File: src/rtl/mem_access_pkg.sv
// Shared types for the load/store initiator: op encoding, FSM states, big-endian lane constants.
// Misalignment detection is only used when MEM_ACCESS_MISALIGN_CHECK_EN is defined.
package mem_access_pkg;

    typedef enum logic [2:0] {
        OP_LW  = 3'd0,
        OP_LH  = 3'd1,
        OP_LHU = 3'd2,
        OP_LB  = 3'd3,
        OP_LBU = 3'd4,
        OP_SW  = 3'd5,
        OP_SH  = 3'd6,
        OP_SB  = 3'd7
    } op_e;

    typedef enum logic [1:0] {
        S_IDLE = 2'd0,
        S_RD   = 2'd1,
        S_WR   = 2'd2,
        S_DONE = 2'd3
    } state_e;

    // Byte/halfword lane 0 occupies the most significant bits (big-endian).
    localparam int BYTE0_MSB = 31;
    localparam int HALF0_MSB = 31;

    function automatic logic is_store(input op_e op);
        return (op == OP_SW) || (op == OP_SH) || (op == OP_SB);
    endfunction

    function automatic logic is_misaligned(input op_e op, input logic [1:0] lo);
        case (op)
            OP_LW, OP_SW:         return lo != 2'b00;
            OP_LH, OP_LHU, OP_SH: return lo[0];
            default:              return 1'b0;
        endcase
    endfunction

endpackage

File: src/rtl/mem_access_unit_byte_lane_unit.sv
// Combinational lane logic: extracts/extends sub-word loads and merges sub-word stores
// into the word read back from memory.
module byte_lane_unit
    import mem_access_pkg::*;
(
    input  logic [31:0] i_word,
    input  logic [1:0]  i_addr_lo,
    input  op_e         i_op,
    input  logic [31:0] i_wdata,
    output logic [31:0] o_load,
    output logic [31:0] o_merged
);

    logic [4:0]  w_bmsb;
    logic [4:0]  w_hmsb;
    logic [7:0]  w_byte;
    logic [15:0] w_half;

    // Halfword lane uses addr[1] only, so an odd halfword address still picks an aligned half.
    assign w_bmsb = 5'(BYTE0_MSB) - {i_addr_lo, 3'b000};
    assign w_hmsb = 5'(HALF0_MSB) - {i_addr_lo[1], 4'b0000};
    assign w_byte = i_word[w_bmsb -: 8];
    assign w_half = i_word[w_hmsb -: 16];

    always_comb begin
        o_load = i_word;
        case (i_op)
            OP_LB:   o_load = {{24{w_byte[7]}}, w_byte};
            OP_LBU:  o_load = {24'h0, w_byte};
            OP_LH:   o_load = {{16{w_half[15]}}, w_half};
            OP_LHU:  o_load = {16'h0, w_half};
            default: o_load = i_word;
        endcase
    end

    always_comb begin
        o_merged = i_wdata;
        case (i_op)
            OP_SB: begin
                o_merged = i_word;
                o_merged[w_bmsb -: 8] = i_wdata[7:0];
            end
            OP_SH: begin
                o_merged = i_word;
                o_merged[w_hmsb -: 16] = i_wdata[15:0];
            end
            default: o_merged = i_wdata;
        endcase
    end

endmodule

File: src/rtl/mem_access_unit.sv
// Load/store initiator over a word-only memory; sub-word stores use read-modify-write.
// Define MEM_ACCESS_MISALIGN_CHECK_EN to fail misaligned accesses with err instead of a memory cycle.
module mem_access_unit
    import mem_access_pkg::*;
#(
    parameter int ADDR_W = 32,
    parameter int DATA_W = 32
) (
    input  logic              clk,
    input  logic              rst_n,
    input  logic              req,
    input  logic [2:0]        op,
    input  logic [ADDR_W-1:0] addr,
    input  logic [DATA_W-1:0] wdata,
    output logic              ready,
    output logic              ack,
    output logic [DATA_W-1:0] rdata,
    output logic              err,
    output logic [ADDR_W-1:0] mem_addr,
    output logic              mem_read,
    output logic              mem_write,
    output logic [DATA_W-1:0] mem_wdata,
    input  logic [DATA_W-1:0] mem_rdata
);

    state_e            r_state, w_next;
    op_e               r_op;
    logic [1:0]        r_addr_lo;
    logic [DATA_W-1:0] r_wdata;
    logic [DATA_W-1:0] r_rdata;
    logic [ADDR_W-1:0] r_mem_addr;
    logic [DATA_W-1:0] r_mem_wdata;
    op_e               w_op;
    logic              w_misalign;
    logic [31:0]       w_load;
    logic [31:0]       w_merged;

    assign w_op = op_e'(op);

`ifdef MEM_ACCESS_MISALIGN_CHECK_EN
    logic r_err;
    assign w_misalign = is_misaligned(w_op, addr[1:0]);
    assign err        = (r_state == S_DONE) && r_err;

    always_ff @(posedge clk or negedge rst_n) begin
        if (!rst_n)                        r_err <= 1'b0;
        else if (r_state == S_IDLE && req) r_err <= w_misalign;
    end
`else
    assign w_misalign = 1'b0;
    assign err        = 1'b0;
`endif

    byte_lane_unit u_lane (
        .i_word    (mem_rdata),
        .i_addr_lo (r_addr_lo),
        .i_op      (r_op),
        .i_wdata   (r_wdata),
        .o_load    (w_load),
        .o_merged  (w_merged)
    );

    always_comb begin
        w_next = r_state;
        case (r_state)
            S_IDLE: if (req) begin
                if (w_misalign)         w_next = S_DONE;
                else if (w_op == OP_SW) w_next = S_WR;
                else                    w_next = S_RD;
            end
            S_RD:    w_next = is_store(r_op) ? S_WR : S_DONE;
            S_WR:    w_next = S_DONE;
            default: w_next = S_IDLE;
        endcase
    end

    always_ff @(posedge clk or negedge rst_n) begin
        if (!rst_n) begin
            r_state     <= S_IDLE;
            r_op        <= OP_LW;
            r_addr_lo   <= 2'b00;
            r_wdata     <= '0;
            r_rdata     <= '0;
            r_mem_addr  <= '0;
            r_mem_wdata <= '0;
        end else begin
            r_state <= w_next;
            case (r_state)
                S_IDLE: if (req) begin
                    r_op      <= w_op;
                    r_addr_lo <= addr[1:0];
                    r_wdata   <= wdata;
                    // mem_addr only moves when a memory cycle will actually follow.
                    if (!w_misalign) r_mem_addr <= {addr[ADDR_W-1:2], 2'b00};
                    if (!w_misalign && w_op == OP_SW) r_mem_wdata <= wdata;
                end
                S_RD: begin
                    if (is_store(r_op)) r_mem_wdata <= w_merged;
                    else                r_rdata     <= w_load;
                end
                default: ;
            endcase
        end
    end

    assign ready     = (r_state == S_IDLE);
    assign ack       = (r_state == S_DONE);
    assign mem_read  = (r_state == S_RD);
    assign mem_write = (r_state == S_WR);
    assign mem_addr  = r_mem_addr;
    assign mem_wdata = r_mem_wdata;
    assign rdata     = r_rdata;

endmodule

File: config.mk
export PLATFORM = sky130hd
export DESIGN_NAME = mem_access_unit
export DESIGN_NICKNAME = d
export VERILOG_FILES = /design/src/rtl/mem_access_pkg.sv /design/src/rtl/mem_access_unit_byte_lane_unit.sv /design/src/rtl/mem_access_unit.sv
export SDC_FILE = /design/constraint.sdc
export NUM_CORES = 1
export LEC_CHECK = 0
export ABC_AREA = 1
export ABC_CLOCK_PERIOD_IN_PS = 1690
export BUFFER_PORTS_ARGS = -buffer_cell sky130_fd_sc_hd__buf_4
export CORE_MARGIN = 2
export CORE_UTILIZATION = 35
export CTS_BUF_LIST = sky130_fd_sc_hd__clkbuf_2 sky130_fd_sc_hd__clkbuf_4 sky130_fd_sc_hd__clkbuf_8
export DETAILED_ROUTE_END_ITERATION = 6
export PLACE_DENSITY = 0.57
export REMOVE_ABC_BUFFERS = 1
export SLEW_MARGIN = 15
export SYNTH_ARGS = -nofsm -noshare
export SYNTH_HDL_FRONTEND = slang
export SYNTH_HIERARCHICAL = 1
export SYNTH_SLANG_ARGS = --single-unit
File: constraint.sdc
create_clock -name clk -period 1.69 [get_ports clk]
set_input_delay 0.338 -clock clk [delete_from_list [all_inputs] [get_ports clk]]
set_output_delay 0.338 -clock clk [all_outputs]
set_load 0.1 [all_outputs]
# After elaboration in Yosys (flattened, before gate mapping)
# Cells that the tools add are included.
[totals]
memories = 0
input_bits = 102
wordCells = 51
mem_bits_ro = 0
regBits = 133
mem_bits_rw = 0
output_inout_bits = 101
latchBits = 0
[classes]
multipliers = 0
order_cmp = 0
bitwise = 1
n_reduce_logical = 7
muxes = 12
shift = 6
eq_ne = 14
div_mod_pow = 0
n_addsub = 4
[ops]
columns = ["operator", "n"]
rows = [
  ["$pmux 32 s2", 2],
  ["$pmux 32 s4", 1],
  ["$mux 32", 3],
  ["$bwmux 32", 2],
  ["$shift 16x7->47 const A", 1],
  ["$shiftx 16x7->47", 1],
  ["$shiftx 47x6->16", 1],
  ["$shift 8x7->39 const A", 1],
  ["$shiftx 39x6->8", 1],
  ["$shiftx 8x7->39", 1],
  ["$eq 3x3->1 const B", 5],
  ["$neg 5->7", 2],
  ["$sub 5x5->5 const A", 2],
  ["$eq 3x2->1 const B", 2],
  ["$pmux 2 s3", 1],
  ["$eq 2x2->1 const B", 2],
  ["$mux 2", 2],
  ["$ne 2x1->1 const B", 2],
  ["$reduce_and 2->1", 2],
  ["$reduce_and 4->1", 1],
  ["$eq 3x1->1 const B", 1],
  ["$eq 2x1->1 const B", 1],
  ["$logic_not 2->1", 1],
  ["$logic_or 1x1->1", 2],
  ["other kinds (4)", 4],
]

# Logic depth before layout (Yosys ltp)
# Gate-level depths: netlist of run 1.
[depth]
ltp_word = 7
depth_mapped = 11
ltp_nobuf = 10

# By module
# Netlist of run 1, hierarchy kept.
[modules_own_cells]
columns = ["module", "area_per_inst_um2", "n_inst", "seq_area_each_um2", "cells_per_inst"]
rows = [
  ["mem_access_unit", 5675.4, 1, 3328.2, 593],
  ["byte_lane_unit", 2259.7, 1, 0.0, 503],
]

# Worst setup path after synthesis of run 1
# No wires, ideal clock.
[synth_path]
path_type = "register to register"
start = "reg r_state[0]"
end = "reg r_mem_addr[10], in the netlist mem_addr[10]"
setup_time_ns = 0.128
required_ns = 1.562
path_buffers = 2
arrival_ns = 2.139
stages_incl_launch_ff = 7
setup_slack_ns = -0.578
period_less_slack_ns = 2.268
path_cell_list = "dfrtp_1 > inv_1 > ha_1 > nand2_1 > buf_4 > buf_6 > mux2_1"
[synth_via]
elab_chain_cells = 2
[synth_rtl]
columns = ["item", "line_no", "text"]
rows = [
  ["from (decl)", "mem_access_unit.sv:26", "state_e r_state, w_next;"],
  ["from (signal assigned)", "mem_access_unit.sv:87", "r_state <= w_next;"],
  ["$logic_not 2->1", "--", ""],
  ["named net ready", "mem_access_unit.sv:15", "output logic ready,"],
  ["$reduce_and 2->1 (no source line)", "--", ""],
  ["to (signal assigned)", "mem_access_unit.sv:94", "if (!w_misalign) r_mem_addr <= {addr[ADDR_W-1:2], 2'b00};"],
  ["to (decl)", "mem_access_unit.sv:31", "logic [ADDR_W-1:0] r_mem_addr;"],
]
# The timed path passes the listed nets, and every way through them passes these cells.
# A chain may end at the register's enable or synchronous reset.

# Final worst setup path of run 1
[layout_path]
start = "reg r_state[0]"
end = "out mem_read"
[layout_via]
elab_chain_cells = 1
[layout_rtl]
columns = ["item", "line_no", "text"]
rows = [
  ["$eq 2x1->1", "mem_access_unit.sv:108", "assign mem_read = (r_state == S_RD);"],
  ["to (decl)", "mem_access_unit.sv:20", "output logic mem_read,"],
]
# No other way between the ends.

==> flow_summary.yaml, run 1 <==
die:
  num_rows: 55
  die_height_um: 154.6
  io_pins: 203
  coreArea_um2: 22430
  dieArea_um2: 23890
  start_util_pct: 35.37
  die_w_um: 154.6
timing:
  timing.fmax_ghz: 0.5835
  finalMaxSlewViolations: 0
  skew_ns: 0.01993
  setup_slack_ns: -0.02373
  rsz0062_at_grt: "true"
  finalSetupViolations: 2
  min_period_ns: 1.714
  finalHoldViolations: 0
  finalCritPeriodShare_pct: 101.4
synth:
  syn_area_per_cell_um2: 7.240
  yosysTopAreaCell: "dfrtp_1"
  synth_common_cells: "nand2_1, dfrtp_1, nand3_1"
  synthesis.area_um2: 7935
  synth_seq_cells: 133
  synth_edf_count: 0
  yosys-top-cells-area: "dfrtp_1, nand2_1, nand3_1"
  synth-main-ff-cell: "dfrtp_1"
  postSynth.asyncResetShare_pct: 100.0
  synthCells: 1096
  synth_top_area_share_pct: 41.94
  ys_seq_area_share_pct: 41.94
  synth_cell_type_count: 23
  yosysMostFrequentCell: "nand2_1"
  yosys_warnings: 6
finish:
  antenna_cells: 0
  fin_nets: 1413
  drive_above_1_share_pct: 25.63
  multiInputGateArea_um2: 3948
  syn_to_final_growth_pct: 34.89
  seq_area_um2: 3333
  fill_cells: 2357
  fin_cells: 1604
route:
  viasPerCell: 4.994
  first_pass_iters: 5
  drt.antenna.violating_nets: 0
  routed_wl_um: 25720
  via_count: 8011
  drc: 0
  routedWlPerCell_um: 16.03
  drt_iter0_markers: 468
worst_setup_path:
  timing.reg2reg.setup_slack_ns: 0
  worst_r2r_path_depth: 7
  timing.rr.end: "mem_wdata[18]"
  startpoint: "r_state[0]"
  cp-end-kind: "output pin"
  r2r-start: "r_state[0]"
  crit_type: "flip-flop to output pin"
  crit_path_start_kind: "flip-flop"
  critical_path_required_ns: 1.35
  crit_path_max_fanout: 4
  cp.arrival_ns: 1.38
global_routing:
  antenna_found_initial: 0
  grt_overflow: 0
  grt_pass1_wl_um: 41030
  grt.total_usage_pct: 21.63
  grt_pass1_vias: 7673
  gr-usage-met1_pct: 28.96
  use_met2_pct: 35.44
  busiest_layer: "met2"
  grt_max_degree: 64
  globalRouteMet3Util_pct: 5.324
clock_network:
  htree_levels: 4
  cts_buffers: 17
  cts_buffer_depth: 2
  clk_latency_ns: 0.47
  clkSinkCount: 133
  cts.reportedPaths.clkPinSlew_ns: 0.08
  root_buffer: "clkbuf_8"
  cts_tree: "yes"
placed_design:
  gp_congestion: 0.8486
  port_buffers: 199
  place_inst: 1558
  hpwlAfterDp_um: 18060
run:
  cap_violations: 0
outcome:
  violations: "setup timing"
  status: "finished with violations"
hold_path:
  hold_end: "mem_addr[16]"
  holdPathStages: 2
  hold_path_class: "input port to flip-flop"
  hp-start: "addr[16]"
## state kept, by name, summed over array words and instances (netlist names)
register,flops
mem_wdata,32
mem_addr,30
rdata,32
r_addr_lo,2
r_op,3
r_state,2
r_wdata,32
## final cells by class
| cell class | instances | share of cell area (%) |
|---|---|---|
| multi-input combinational | 802 | 36.88 |
| inverter | 87 | 3.133 |
| clock inverter | 8 | 0.7130 |
| clock buffer | 23 | 2.782 |
| timing repair buffer | 266 | 22.02 |
| tap | 285 | 3.331 |
| sequential | 133 | 31.14 |
## placed cells by master, fill, tap and decap left out, types with 5 or more instances in the layout
cell	netlist	final
o211ai_1	41	41
nand2_1	453	446
inv_1	83	79
o21ai_0	89	71
inv_2	4	5
o21ai_1	6	17
o21ai_2	1	7
nor2_1	14	14
nand3_1	104	104
dfrtp_1	133	129
nand4_1	33	33
a21oi_1	10	9
mux2_1	34	34
clkbuf_8	0	20
buf_4	10	235
buf_12	0	24
nand2_2	5	10
## worst max-delay path, stage by stage, from the launching register on
cell	delay [ns]
dfrtp_2	0.45
buf_6	0.13
ha_4	0.16
buf_12	0.16
## what timing repair did
item                       in CTS  in global routing
pin swaps                       3                 10
resized for setup              28                 36
hold endpoints to repair       22                  0
setup endpoints to repair       6                 62
hold buffers                    1                  0
setup buffers                   7                  4
cloned                          1                  2
## routing by layer
metal | share of wire [%] | wire (um)
met2 | 47 | 12100
met3 | 6.3 | 1626
met5 | 0 | 0
met1 | 45 | 11650
met4 | 1.3 | 337
## worst max path at each step
stage | endpoint | cells past startpoint
6_report | mem_read | 3
5_1_grt | mem_wdata[18] | 8
4_1_cts | ready | 3
3_5_place_dp | mem_wdata[18] | 10
3_3_place_gp | mem_wdata[18] | 10
2_1_floorplan | mem_wdata[0] | 6
## logic make-up after synthesis
| family | synth area share (%) |
|---|---|
| adder cells (fa/ha/maj) | 0.6307 |
| buffers and inverters | 9.792 |
| flip-flops | 41.94 |
| AND/OR/NAND/NOR | 32.15 |
| AO/OA/AOI/OAI | 10.61 |
| multiplexers | 4.825 |
| other | 0.04726 |
## metrics by stage
step / utilization [%] / setup WS [ns] / area [um^2] / hold slack (ns) / setup TNS (ns)
after floorplan: - / -3.154 / 7492 / 0.04241 / -327.28
after global placement: 44.51 / -0.1864 / 9986 / 0.2145 / -0.1864
after detailed placement: 44.51 / -0.1509 / 9986 / 0.2166 / -0.1509
after CTS: 47.11 / -0.05767 / 10570 / 0.05978 / -0.1552
after global routing: 47.71 / -0.07638 / 10700 / 0.06436 / -0.7538
final: 47.71 / -0.02373 / 10700 / 0.08636 / -0.03191
Power of run 1 is not shown: default switching activity piles up to over one toggle a cycle in this logic, so the estimate is an artifact.
==> run 2: changes to the inputs <==
--- a/config.mk
+++ b/config.mk
@@ -19,3 +19,4 @@
 export SYNTH_HDL_FRONTEND = slang
 export SYNTH_HIERARCHICAL = 1
 export SYNTH_SLANG_ARGS = --single-unit
+export TNS_END_PERCENT = 30
==> run 2 against run 1 <==
- the run still ends with setup timing left
- sequential share of layout area down 0.51 points
- die area unchanged
- clock skew down 0.00090 ns
- design area up 1.7%
- maximum frequency down 0.34%
- sequential cell count unchanged
- via count up 0.84%
- routed wire length up 5.0%
- critical endpoint is now ready
==> flow_summary.yaml, run 2 (synthesis results as in run 1) <==
timing:
  finalSetupViolations: 2
  rsz0062_at_grt: "true"
  holdWs_ns: 0.08545
  min_period_ns: 1.720
  setup_slack_ns: -0.02957
  finalHoldViolations: 0
  finalCritPeriodShare_pct: 101.7
  finalMaxSlewViolations: 0
  timing.fmax_ghz: 0.5815
  skew_ns: 0.01903
clock_network:
  root_buffer: "clkbuf_8"
  htree_levels: 4
  clkSinkCount: 133
  clk_latency_ns: 0.47
  cts_tree: "yes"
  cts_buffer_depth: 2
  cts.reportedPaths.clkPinSlew_ns: 0.08
  cts_buffers: 17
outcome:
  violations: "setup timing"
  status: "finished with violations"
global_routing:
  grt.total_usage_pct: 21.41
  grt_max_degree: 64
  antenna_found_initial: 0
  grt_pass1_wl_um: 40690
  grt_overflow: 0
  grt_pass1_vias: 7650
finish:
  syn_to_final_growth_pct: 37.15
  antenna_cells: 0
  mostFrequentLayoutCells: "nand2_1, buf_4, dfrtp_1"
  drive_above_1_share_pct: 25.91
  layout_commonest_cell: "nand2_1"
  fin_nets: 1418
  fill_cells: 2338
route:
  routedWlPerCell_um: 16.79
  drt.antenna.violating_nets: 0
  drc: 0
  first_pass_iters: 5
  drt_iter0_markers: 546
  via_count: 8078
  routed_wl_um: 27010
  viasPerCell: 5.021
worst_setup_path:
  crit_path_max_fanout: 4
  slowest_stage: "dfrtp_2"
  crit_family: "flip-flops"
  critPathMaxStageDelay_ns: 0.44
  path_cells: "inv_2 -> ha_4 -> buf_12"
  crit_path_start_kind: "flip-flop"
  timing.reg2reg.setup_slack_ns: 0.02
  cp.arrival_ns: 1.38
  critical_path_required_ns: 1.35
  crit_type: "flip-flop to output pin"
  path_buf_inv: 2
  cp-end-kind: "output pin"
die:
  num_rows: 55
  io_pins: 203
  start_util_pct: 35.37
  coreArea_um2: 22430
  dieArea_um2: 23890
  die_w_um: 154.6
  die_height_um: 154.6
hold_path:
  hold_path_class: "input port to flip-flop"
placed_design:
  gp_congestion: 0.8486
  hpwlAfterDp_um: 18060
  port_buffers: 199
run:
  cap_violations: 0
[run 2: stage by stage]
step / setup WS, ns / instance area [um^2] / utilization (%) / cells / setup TNS, ns
after global placement: -0.1864 / 9986 / 44.51 / 1558 / -0.1864
after floorplan: -3.154 / 7492 / - / 1022 / -327.28
after CTS: -0.06310 / 10490 / 46.78 / 1593 / -0.1584
final: -0.02957 / 10880 / 48.51 / 1609 / -0.05310
after detailed placement: -0.1509 / 9986 / 44.51 / 1558 / -0.1509
after global routing: -0.08749 / 10880 / 48.51 / 1609 / -0.4701
[run 2: worst paths after layout]
check                         startpoint             to  depth (start not counted)
setup / recovery              r_state[0]          ready                          3
hold / removal                  addr[16]   mem_addr[16]                          2
setup reg to reg            r_addr_lo[1]  mem_wdata[18]                         10
hold reg to reg            mem_wdata[17]  mem_wdata[17]                          2
max in group asynchronous          rst_n      rdata[14]                          3
min in group asynchronous          rst_n     r_state[1]                          2
[run 2: per-layer routing]
metal | vias to the layer above | GRT usage (%) | routed length [um]
met5 | - | 0 | 0
met4 | 0 | 4.982 | 238
met3 | 16 | 5.324 | 1888
met2 | 254 | 35.10 | 12730
met1 | 3821 | 28.61 | 12150
li1 | 3987 | - | -
[run 2: area by class of cell]
cell class | count | area [um^2] | share of cell area [%]
multi-input combinational | 802 | 3984 | 36.61
sequential | 133 | 3333 | 30.63
timing repair buffer | 271 | 2502 | 22.99
tap | 285 | 356.6 | 3.277
inverter | 87 | 332.8 | 3.058
clock buffer | 23 | 297.8 | 2.736
clock inverter | 8 | 76.32 | 0.7013
[run 2: worst register-to-register path: cells and delay by family, from the launching register on]
kind | cells | cell delay, ns
and+or+nand+nor | 6 | 0.66
DFF | 1 | 0.47
buffers and inverters | 2 | 0.30
AOI/OAI and AO/OA | 2 | 0.19
[run 2: timing repair]
action                                  in CTS  in global routing
buffers inserted                             3                  8
endpoints found under the setup margin       6                 47
pin swaps                                    2                 15
hold buffers                                 1                  0
endpoints found under the hold margin       22                  0
gates resized for setup                     26                 43
gates cloned                                 0                  8
Power of run 2 is left out for the same reason.
